==> config.mk <==
export PLATFORM = sky130hd
export DESIGN_NAME = prescaler_multi_flat
export DESIGN_NICKNAME = d
export VERILOG_FILES = /design/src/rtl/prescaler_multi_if.sv /design/src/rtl/prescaler_multi.sv /design/src/flat_wrapper.sv
export SDC_FILE = /design/constraint.sdc
export NUM_CORES = 1
export LEC_CHECK = 0
export BUFFER_PORTS_ARGS = -buffer_cell sky130_fd_sc_hd__buf_2
export CAP_MARGIN = 20
export CELL_PAD_IN_SITES_DETAIL_PLACEMENT = 1
export CELL_PAD_IN_SITES_GLOBAL_PLACEMENT = 2
export CORE_UTILIZATION = 40
export DETAILED_ROUTE_END_ITERATION = 16
export PLACE_DENSITY = 0.85
export SYNTH_ARGS = -nofsm -noshare
export SYNTH_HDL_FRONTEND = slang
export SYNTH_SLANG_ARGS = --single-unit
==> constraint.sdc <==
create_clock -name clk_in -period 5.4 [get_ports clk_in]
set_clock_uncertainty 0.15 [all_clocks]
set_input_delay 1.08 -clock clk_in [delete_from_list [all_inputs] [get_ports clk_in]]
set_output_delay 1.08 -clock clk_in [all_outputs]
set_load 0.005 [all_outputs]
==> src/rtl/prescaler_multi_if.sv <==
// Control and observation bundle for prescaler_multi.
// The master drives the run and divisor controls. The slave returns ticks, divided clocks and the shadow readback.
interface prescaler_multi_if #(
    parameter int NCH = 4,
    parameter int W   = 16
);
    logic [NCH-1:0]   en;
    logic [NCH-1:0]   load;
    logic [W-1:0]     div_in;
    logic             sync;
    logic [NCH-1:0]   tick_out;
    logic [NCH-1:0]   clk_out;
    logic [NCH*W-1:0] div_rd;

    modport master (
        output en, load, div_in, sync,
        input  tick_out, clk_out, div_rd
    );

    modport slave (
        input  en, load, div_in, sync,
        output tick_out, clk_out, div_rd
    );
endinterface

==> src/rtl/prescaler_multi.sv <==
// Multi-channel programmable prescaler. Each channel divides clk_in by div+1 and produces a one-cycle tick and a 50%-duty clock.
// Divisors are double-buffered, so a runtime change takes effect at the next period boundary.
module prescaler_multi #(
    parameter int             NCH     = 4,
    parameter int             W       = 16,
    parameter logic [W-1:0]   DIV_RST = '0
) (
    input  logic              clk_in,
    input  logic              rst_n,
    prescaler_multi_if.slave  bus
);
    logic [W-1:0]   shadow      [NCH];
    logic [W-1:0]   cnt         [NCH];
    logic [W-1:0]   next_shadow [NCH];
    logic [NCH-1:0] tick_q;
    logic [NCH-1:0] clk_q;

    // A load in the same cycle as a reload wins, so load+sync restarts at the new ratio.
    always_comb begin
        // NOTE: every channel is assigned on every pass, so no latch can be inferred here.
        for (int i = 0; i < NCH; i++) begin
            next_shadow[i] = bus.load[i] ? bus.div_in : shadow[i];
        end
    end

    // NOTE: state updates use non-blocking assignments, so all channels sample the same pre-edge values.
    always_ff @(posedge clk_in or negedge rst_n) begin
        if (!rst_n) begin
            // NOTE: the divisor arrays are plain flops, not RAM, so they take the async reset too.
            for (int i = 0; i < NCH; i++) begin
                shadow[i] <= DIV_RST;
                cnt[i]    <= DIV_RST;
            end
            tick_q <= '0;
            clk_q  <= '0;
        end else begin
            for (int i = 0; i < NCH; i++) begin
                if (bus.load[i]) begin
                    shadow[i] <= bus.div_in;
                end
                // Disable and sync share one action: rearm from the divisor and park the outputs low.
                if (!bus.en[i] || bus.sync) begin
                    cnt[i]    <= next_shadow[i];
                    tick_q[i] <= 1'b0;
                    clk_q[i]  <= 1'b0;
                end else if (cnt[i] == '0) begin
                    cnt[i]    <= next_shadow[i];
                    tick_q[i] <= 1'b1;
                    clk_q[i]  <= ~clk_q[i];
                end else begin
                    cnt[i]    <= cnt[i] - 1'b1;
                    tick_q[i] <= 1'b0;
                end
            end
        end
    end

    assign bus.tick_out = tick_q;
    assign bus.clk_out  = clk_q;

    for (genvar g = 0; g < NCH; g++) begin : g_rd
        assign bus.div_rd[g*W +: W] = shadow[g];
    end
endmodule
==> src/flat_wrapper.sv <==
// flat-port wrapper written by rule: the top's interface ports become plain ports
module prescaler_multi_flat 
#(
    parameter int             NCH     = 4,
    parameter int             W       = 16,
    parameter logic [W-1:0]   DIV_RST = '0
)
  (clk_in, rst_n, bus_en, bus_load, bus_div_in, bus_sync, bus_tick_out, bus_clk_out, bus_div_rd);
  prescaler_multi_if #(.NCH(NCH), .W(W)) bus_i ();
  input  logic clk_in;
  input  logic rst_n;
  input wire logic [$bits(bus_i.en)-1:0] bus_en;
  input wire logic [$bits(bus_i.load)-1:0] bus_load;
  input wire logic [$bits(bus_i.div_in)-1:0] bus_div_in;
  input wire logic [$bits(bus_i.sync)-1:0] bus_sync;
  output wire logic [$bits(bus_i.tick_out)-1:0] bus_tick_out;
  output wire logic [$bits(bus_i.clk_out)-1:0] bus_clk_out;
  output wire logic [$bits(bus_i.div_rd)-1:0] bus_div_rd;
  assign bus_i.en = bus_en;
  assign bus_i.load = bus_load;
  assign bus_i.div_in = bus_div_in;
  assign bus_i.sync = bus_sync;
  assign bus_tick_out = bus_i.tick_out;
  assign bus_clk_out = bus_i.clk_out;
  assign bus_div_rd = bus_i.div_rd;
  prescaler_multi #(.NCH(NCH), .W(W), .DIV_RST(DIV_RST)) u_core (.clk_in(clk_in), .rst_n(rst_n), .bus(bus_i));
endmodule
# Word level (Yosys, flattened, before mapping)
# Index checks and enable logic that the tools add are counted.
totals:
  reg_bits: 136
  latchBits: 0
  ramBits: 0
  mem_bits_ro: 0
  wordCells: 65
  mem_count: 0
classes:
  add_sub_neg: 4
  mul: 0
  div: 0
  n_lt_le_gt_ge: 0
  eq_ne: 0
  shifts: 0
  muxes: 28
  bitwise: 4
  reduce_logical: 16
op_table:
  columns: ["cell", "n"]
  rows:
  - ["16-bit 2-to-1 mux", 12]
  - ["16-bit zero test", 4]
  - ["16-bit by 1-bit subtractor with 16-bit output (second input constant)", 4]
  - ["1-bit 2-to-1 mux", 16]
  - ["2-bit nonzero test", 4]
  - ["1-bit zero test", 4]
  - ["1-bit logical OR", 4]
  - ["1-bit NOT", 4]

# Longest topological paths before layout
# Gate-level depths: netlist of run 1.
depth:
  depth_word: 3
  ltp_mapped: 7
  mapped_depth_nobuf: 7

# Least setup slack after synthesis of run 1
# OpenSTA, ideal clock, no wires.
synth_timing:
  path_kind: "input-to-reg"
  from: "input port bus_load[1]"
  to: "register u_core.cnt[39] (netlist name)"
  setup_ns: 0.125
  arrival_time_ns: 2.305
  required_time_ns: 5.125
  slack_ns: 2.820
  stages: 4
  cell_sequence: "clkbuf_1 buf_1 mux2_2 mux2_2"
synth_rtl:
  columns: ["element", "line", "rtl"]
  rows:
  - ["start, declared", "flat_wrapper.sv:13", "input wire logic [$bits(bus_i.load)-1:0] bus_load;"]
  - ["end signal, assigned by index", "prescaler_multi.sv:43", "cnt[i] <= next_shadow[i];"]
  - ["end signal, assigned by index", "prescaler_multi.sv:47", "cnt[i] <= next_shadow[i];"]
  - ["end signal, assigned by index", "prescaler_multi.sv:51", "cnt[i] <= cnt[i] - 1'b1;"]
  - ["end, declared", "prescaler_multi.sv:13", "logic [W-1:0] cnt [NCH];"]

# Worst setup path after layout of run 1
layout_timing:
  from: "register u_core.cnt[43] (netlist name)"
  to: "register u_core.cnt[45] (netlist name)"
layout_between:
  elab_chain_len: 3
  word_cells_on_any_way: 4
layout_rtl:
  columns: ["element", "line", "rtl"]
  rows:
  - ["16-bit by 1-bit subtractor with 16-bit output / 16-bit zero test (equally long branches)", "prescaler_multi.sv:51, prescaler_multi.sv:46", null]
  - ["16-bit 2-to-1 mux (*)", "prescaler_multi.sv:46", "end else if (cnt[i] == '0) begin"]
  - ["16-bit 2-to-1 mux (*)", "prescaler_multi.sv:42", "if (!bus.en[i] || bus.sync) begin"]
# Mark *: on every way between the ends. The rest lies on a longest branch, timed or not.
# A chain may end at the register's enable or synchronous reset.

==> results.cfg, run 1 <==
[floorplan]
io_pins = 99
die_h_um = 127
dieArea_um2 = 16100
initial_core_util_pct = 41.0
row_count = 45
die_x_um = 127
core-area_um2 = 15300

[sta]
fin_crit_sh_pct = 51.6
worstMarginPinSlew_ns = 0.910
setup_tns_ns = 0
max-slew-margin-rel_pct = 39.3
hold_violations = 0
setup_slack_ns = 2.61
fmax_mhz = 359
setup_viol = 0
min_period_ns = 2.79
slew_viol_final = 0
rsz0062_at_grt = false

[routing]
drc = 0
wl_per_cell_um = 20.0
vias = 4136
routed_via_density = 5.13
final_antenna_net_count = 0
drt_iter0_drc = 250
first_pass_iters = 4
wl_um = 16200

[global_routing]
globalRoute.totalOverflow = 0
grt_usage_pct = 21.4
grt_max_degree = 98
grt_pass1_wl_um = 25700
grt_pass1_vias = 4530
antenna_found_initial = 0

[synth]
synth_edf_count = 0
synth.net_count = 515
synth.avg_cell_area_um2 = 13.0
async_reset_ff_share_pct = 100
synth_warnings = 0
postSynthCellCount = 480
synth_ff_type = dfrtp_1
synth-seq-cells = 136
seq_area_frac_synth_pct = 54.4
syn-cell-area_um2 = 6260
synth_cell_types = 38

[clock_network]
h-tree-depth = 4
clock_latency_ns = 0.42
ctsResizeCount = 0
cts.clk_slew.worst_paths_ns = 0.06
cts_setup_buffers = 0
cts_buffer_depth = 2
cts_tree = yes
cts_sinks = 136
root_buffer = clkbuf_16
cts_buffers = 17
hold_buffers = 0

[critical_path]
worst_ep_required_time_ns = 5.55
cp-end-kind = flip-flop
worst_setup_path_start_kind = flip-flop
critPathMaxFanout = 13
crit_type = reg -> reg
crit_arrival_ns = 2.93

[cells_and_area]
area_growth_syn_to_layout_pct = 20.3
final_nets = 616
drive_gt1_share_pct = 42.4
stdcell_area_um2 = 7530
n_fill_cell = 1614

[power_and_ir_drop]
cellLeakagePower_nw = 3.35
ir_worst_vdd_mv = 0.234
pwr_density_cell_nw_per_um2 = 377

[min_path]
hp-class = reg -> reg

[place]
place.gp.congestion = 0.783
pre_cts_slack_ns = 2.60
portBuffers = 98
dpl-instance-area_um2 = 6920
dp_hpwl_um = 11100

[outcome]
status = complete, no violations

[flow_run]
maxCapViolations = 0
report_power, final:
part           switching, mW  internal, mW  total, mW
Sequential             0.101          1.14       1.24
Clock                  0.421         0.782       1.20
Combinational          0.194         0.201      0.395
path summary, 6_finish.rpt:
check | startpoint | end | slack, ns | depth (start not counted)
max reg2reg | u_core.cnt[43] | u_core.cnt[45] | 2.61 | 5
max in group asynchronous | rst_n | u_core.cnt[50] | 3.40 | 2
max | u_core.cnt[43] | u_core.cnt[45] | 2.61 | 5
min in group asynchronous | rst_n | u_core.cnt[61] | 0.60 | 1
min | u_core.bus.div_rd[24] | u_core.bus.div_rd[24] | 0.36 | 1
min reg2reg | u_core.bus.div_rd[24] | u_core.bus.div_rd[24] | 0.36 | 1
per-stage QoR:
step	hold slack [ns]	util, %	cells	total power [mW]
after floorplan	0.368	-	480	1.48
after global placement	0.357	45.4	773	1.62
after detailed placement	0.359	45.4	773	1.65
after CTS	0.368	49.3	805	2.86
after global routing	0.385	49.3	805	2.95
final	0.365	49.3	806	2.84
synth_stat cells, types with 10 or more instances:
master,number,area (um2)
a21oi_1,10,50.1
dfrtp_1,136,3400
inv_1,10,37.5
mux2_2,108,1220
mux2_4,10,150
nand2_1,15,56.3
nor2_1,24,90.1
nor3_1,22,110
xnor2_1,23,201
xor2_1,33,289
critical path, stage by stage, from the launching register on:
cell and delay, ns:
dfrtp_1 0.42, or4_1 0.55, nor2_1 0.16, nand4_1 0.37, nand2_1 0.61, mux2_2 0.41
final cells by class:
class                      count  area, um2  share of cell area [%]
inverter                      10       37.5                   0.499
sequential                   136       3400                    45.2
clock buffer                  23        458                    6.08
antenna                        1       2.50                  0.0332
clock inverter                 9        148                    1.96
tap                          211        264                    3.51
multi-input combinational    317       2710                    36.0
timing repair buffer          99        504                    6.70
kinds of logic (layout without fill, tap and decap cells):
| kind of cell | after synthesis | in the layout | share of synthesized area, % |
|---|---|---|---|
| other | 0 | 1 | 0 |
| muxes | 118 | 118 | 21.8 |
| xor gates and xnor gates | 56 | 56 | 7.84 |
| AOI/OAI and AO/OA | 25 | 25 | 2.52 |
| adders and majority gates | 8 | 8 | 1.60 |
| buffers and inverters | 27 | 141 | 2.26 |
| and+or+nand+nor | 110 | 110 | 9.54 |
| DFF | 136 | 136 | 54.4 |
cell usage in the layout, fill, tap and decap left out, drive strengths merged, types with 5 or more instances in the layout:
master	instances
nor2	24
nand3	7
a21oi	10
xnor2	23
nor3	23
mux2	118
xor2	33
nor3b	5
clkbuf	23
a31oi	7
dfrtp	136
buf	99
nor2b	8
ha	8
inv	10
nand2b	6
nand2	17
per-layer routing:
metal / wire length [um] / GRT usage [%] / vias to the layer above
met5: 0 / 0 / -
met4: 422 / 9.45 / 0
met3: 548 / 4.06 / 27
met2: 8110 / 35.5 / 87
met1: 7070 / 27.4 / 2136
li1: - / - / 1886
registers in the layout, summed over array words and instances (netlist names):
name / count
u_core.bus.div_rd: 64
u_core.bus.tick_out: 4
u_core.cnt: 64
u_core.bus.clk_out: 4
No activity file was read; power rests on OpenSTA's default activity.
==> inputs of run 2 (changes only) <==
- CORE_UTILIZATION: 40 -> 39
- PLACE_DENSITY: 0.85 -> 0.83
- clock period: 5.4 -> 2.8 ns (I/O delays scaled with it)
==> run 2 against run 1 <==
Net effect: flip-flop and latch count did not move; via count fell by 0.75%; register-to-register slack got worse by 2.5 ns; hold slack got worse by 0.10 ns; first-iteration DRC count fell by 37%; routed wire length rose by 2.0%; global-route usage rose by 0.45 points; combinational power rose by 97%; power rose by 100%; clock power rose by 110%; largest cell class unchanged; sequential power rose by 93%; non-clock buffer count rose by 10.
==> results.cfg, run 2 (synthesis gave the netlist of run 1 again) <==
[outcome]
status = complete, no violations

[place]
place.gp.congestion = 0.810
portBuffers = 98
place_inst = 782
dp_hpwl_um = 11500

[cells_and_area]
multi_input_area_um2 = 2710
area_growth_syn_to_layout_pct = 22.7
instances_no_fill = 816
regArea_um2 = 3400
n_fill_cell = 1630
layout.cells.most_common_list = dfrtp_1, mux2_2, buf_2, xor2_1, nor2_1
final_nets = 626
drive_gt1_share_pct = 44.0
mostFrequentLayoutCell = dfrtp_1

[sta]
fin_crit_sh_pct = 94.4
max-slew-margin-rel_pct = 59.2
min_period_ns = 2.64
fmax_mhz = 378
worstMarginPinSlew_ns = 0.611
setup_viol = 0
slew_viol_final = 0
rsz0062_at_grt = false
hold_violations = 0
setup_tns_ns = 0

[routing]
final_antenna_net_count = 0
drc = 0
wl_per_cell_um = 20.2
vias = 4105
routed_via_density = 5.03
first_pass_iters = 4
drt_iter0_drc = 158
wl_um = 16500

[clock_network]
cts.clk_slew.worst_paths_ns = 0.06
ctsResizeCount = 0
h-tree-depth = 4
cts_sinks = 136
cts_buffers = 17
cts_buffer_depth = 2
cts_tree = yes
clock_latency_ns = 0.42
root_buffer = clkbuf_16

[global_routing]
grt_max_degree = 63
grt_pass1_wl_um = 26400
globalRoute.totalOverflow = 0
grt_pass1_vias = 4620
grt_usage_pct = 21.9
antenna_found_initial = 1

[min_path]
hp-class = in -> reg

[floorplan]
initial_core_util_pct = 40.6
dieArea_um2 = 16600
core-area_um2 = 15400
die_h_um = 129
row_count = 45
die_x_um = 129
io_pins = 99

[critical_path]
crit_path_top_delay_cell = or4_4
critPathMaxFanout = 12
worst_ep_required_time_ns = 2.96
slowest_delay_ns = 0.59
path_cells = or3_4, or3_4, or4_4, nand2_4, mux2_2
crit_family = simple AND/OR/NAND/NOR gates
worst-path-buf-inv = 0
critPathMostFrequentCell = or3_4
cp-end-kind = flip-flop
crit_arrival_ns = 2.80
worst_setup_path_start_kind = flip-flop
crit_type = reg -> reg

[power_and_ir_drop]
ir_worst_vdd_mv = 0.454
pwr_density_cell_nw_per_um2 = 738
cellLeakagePower_nw = 3.43

[flow_run]
maxCapViolations = 0
-- run 2: worst paths after layout --
check,from,endpoint,slack [ns],cells past startpoint
setup / recovery,u_core.cnt[26],u_core.cnt[16],0.16,5
hold reg to reg,u_core.bus.div_rd[13],u_core.bus.div_rd[13],0.37,1
min in group asynchronous,rst_n,u_core.bus.div_rd[63],0.53,2
hold / removal,bus_en[1],u_core.bus.tick_out[1],0.26,3
max in group asynchronous,rst_n,u_core.cnt[31],1.26,3
setup reg to reg,u_core.cnt[26],u_core.cnt[16],0.16,5
-- run 2: metal layers --
metal	global-route usage [%]	vias to the layer above	wire, um
li1	-	1908	-
met1	27.2	2097	7090
met2	36.7	77	8380
met3	4.95	23	590
met4	9.07	0	413
met5	0	-	0
-- run 2: worst min-delay path: cells and delay by family --
kind / cells / cell delay [ns]
simple gates: 2 / 0.13
buf+inv: 1 / 0.10
-- run 2: repair_timing --
item,4_1_cts,5_1_grt
hold buffers,1,0
setup buffers,0,0
endpoints found under the hold margin,47,0
-- run 2: power by group --
part	switching, mW	leakage, nW	internal, mW	total, mW
registers	0.197	1.61	2.19	2.39
clock network	0.848	0.326	1.65	2.50
logic	0.379	1.50	0.400	0.779
total	1.42	3.43	4.24	5.66
-- run 2: per-stage QoR --
stage          cell area, um2  utilization (%)  hold WS (ns)  power (mW)  setup slack, ns
3_3_place_gp             7000             45.4         0.356        3.14            0.232
2_1_floorplan            6260                -         0.114        2.85            0.401
4_1_cts                  7670             49.7         0.254        5.71            0.152
3_5_place_dp             7000             45.4         0.359        3.19            0.174
6_report                 7670             49.7         0.260        5.66            0.158
5_1_grt                  7670             49.7         0.263        5.90           0.0225
-- run 2: area by class of cell --
| type | instances | share of cell area [%] |
|---|---|---|
| flip-flops and latches | 136 | 44.3 |
| multi-input cells | 317 | 35.3 |
| repair buffers | 109 | 7.74 |
| clock buffers | 20 | 6.08 |
| well taps | 211 | 3.44 |
| clock inverters | 12 | 2.54 |
| inverters | 10 | 0.489 |
| diodes | 1 | 0.0326 |
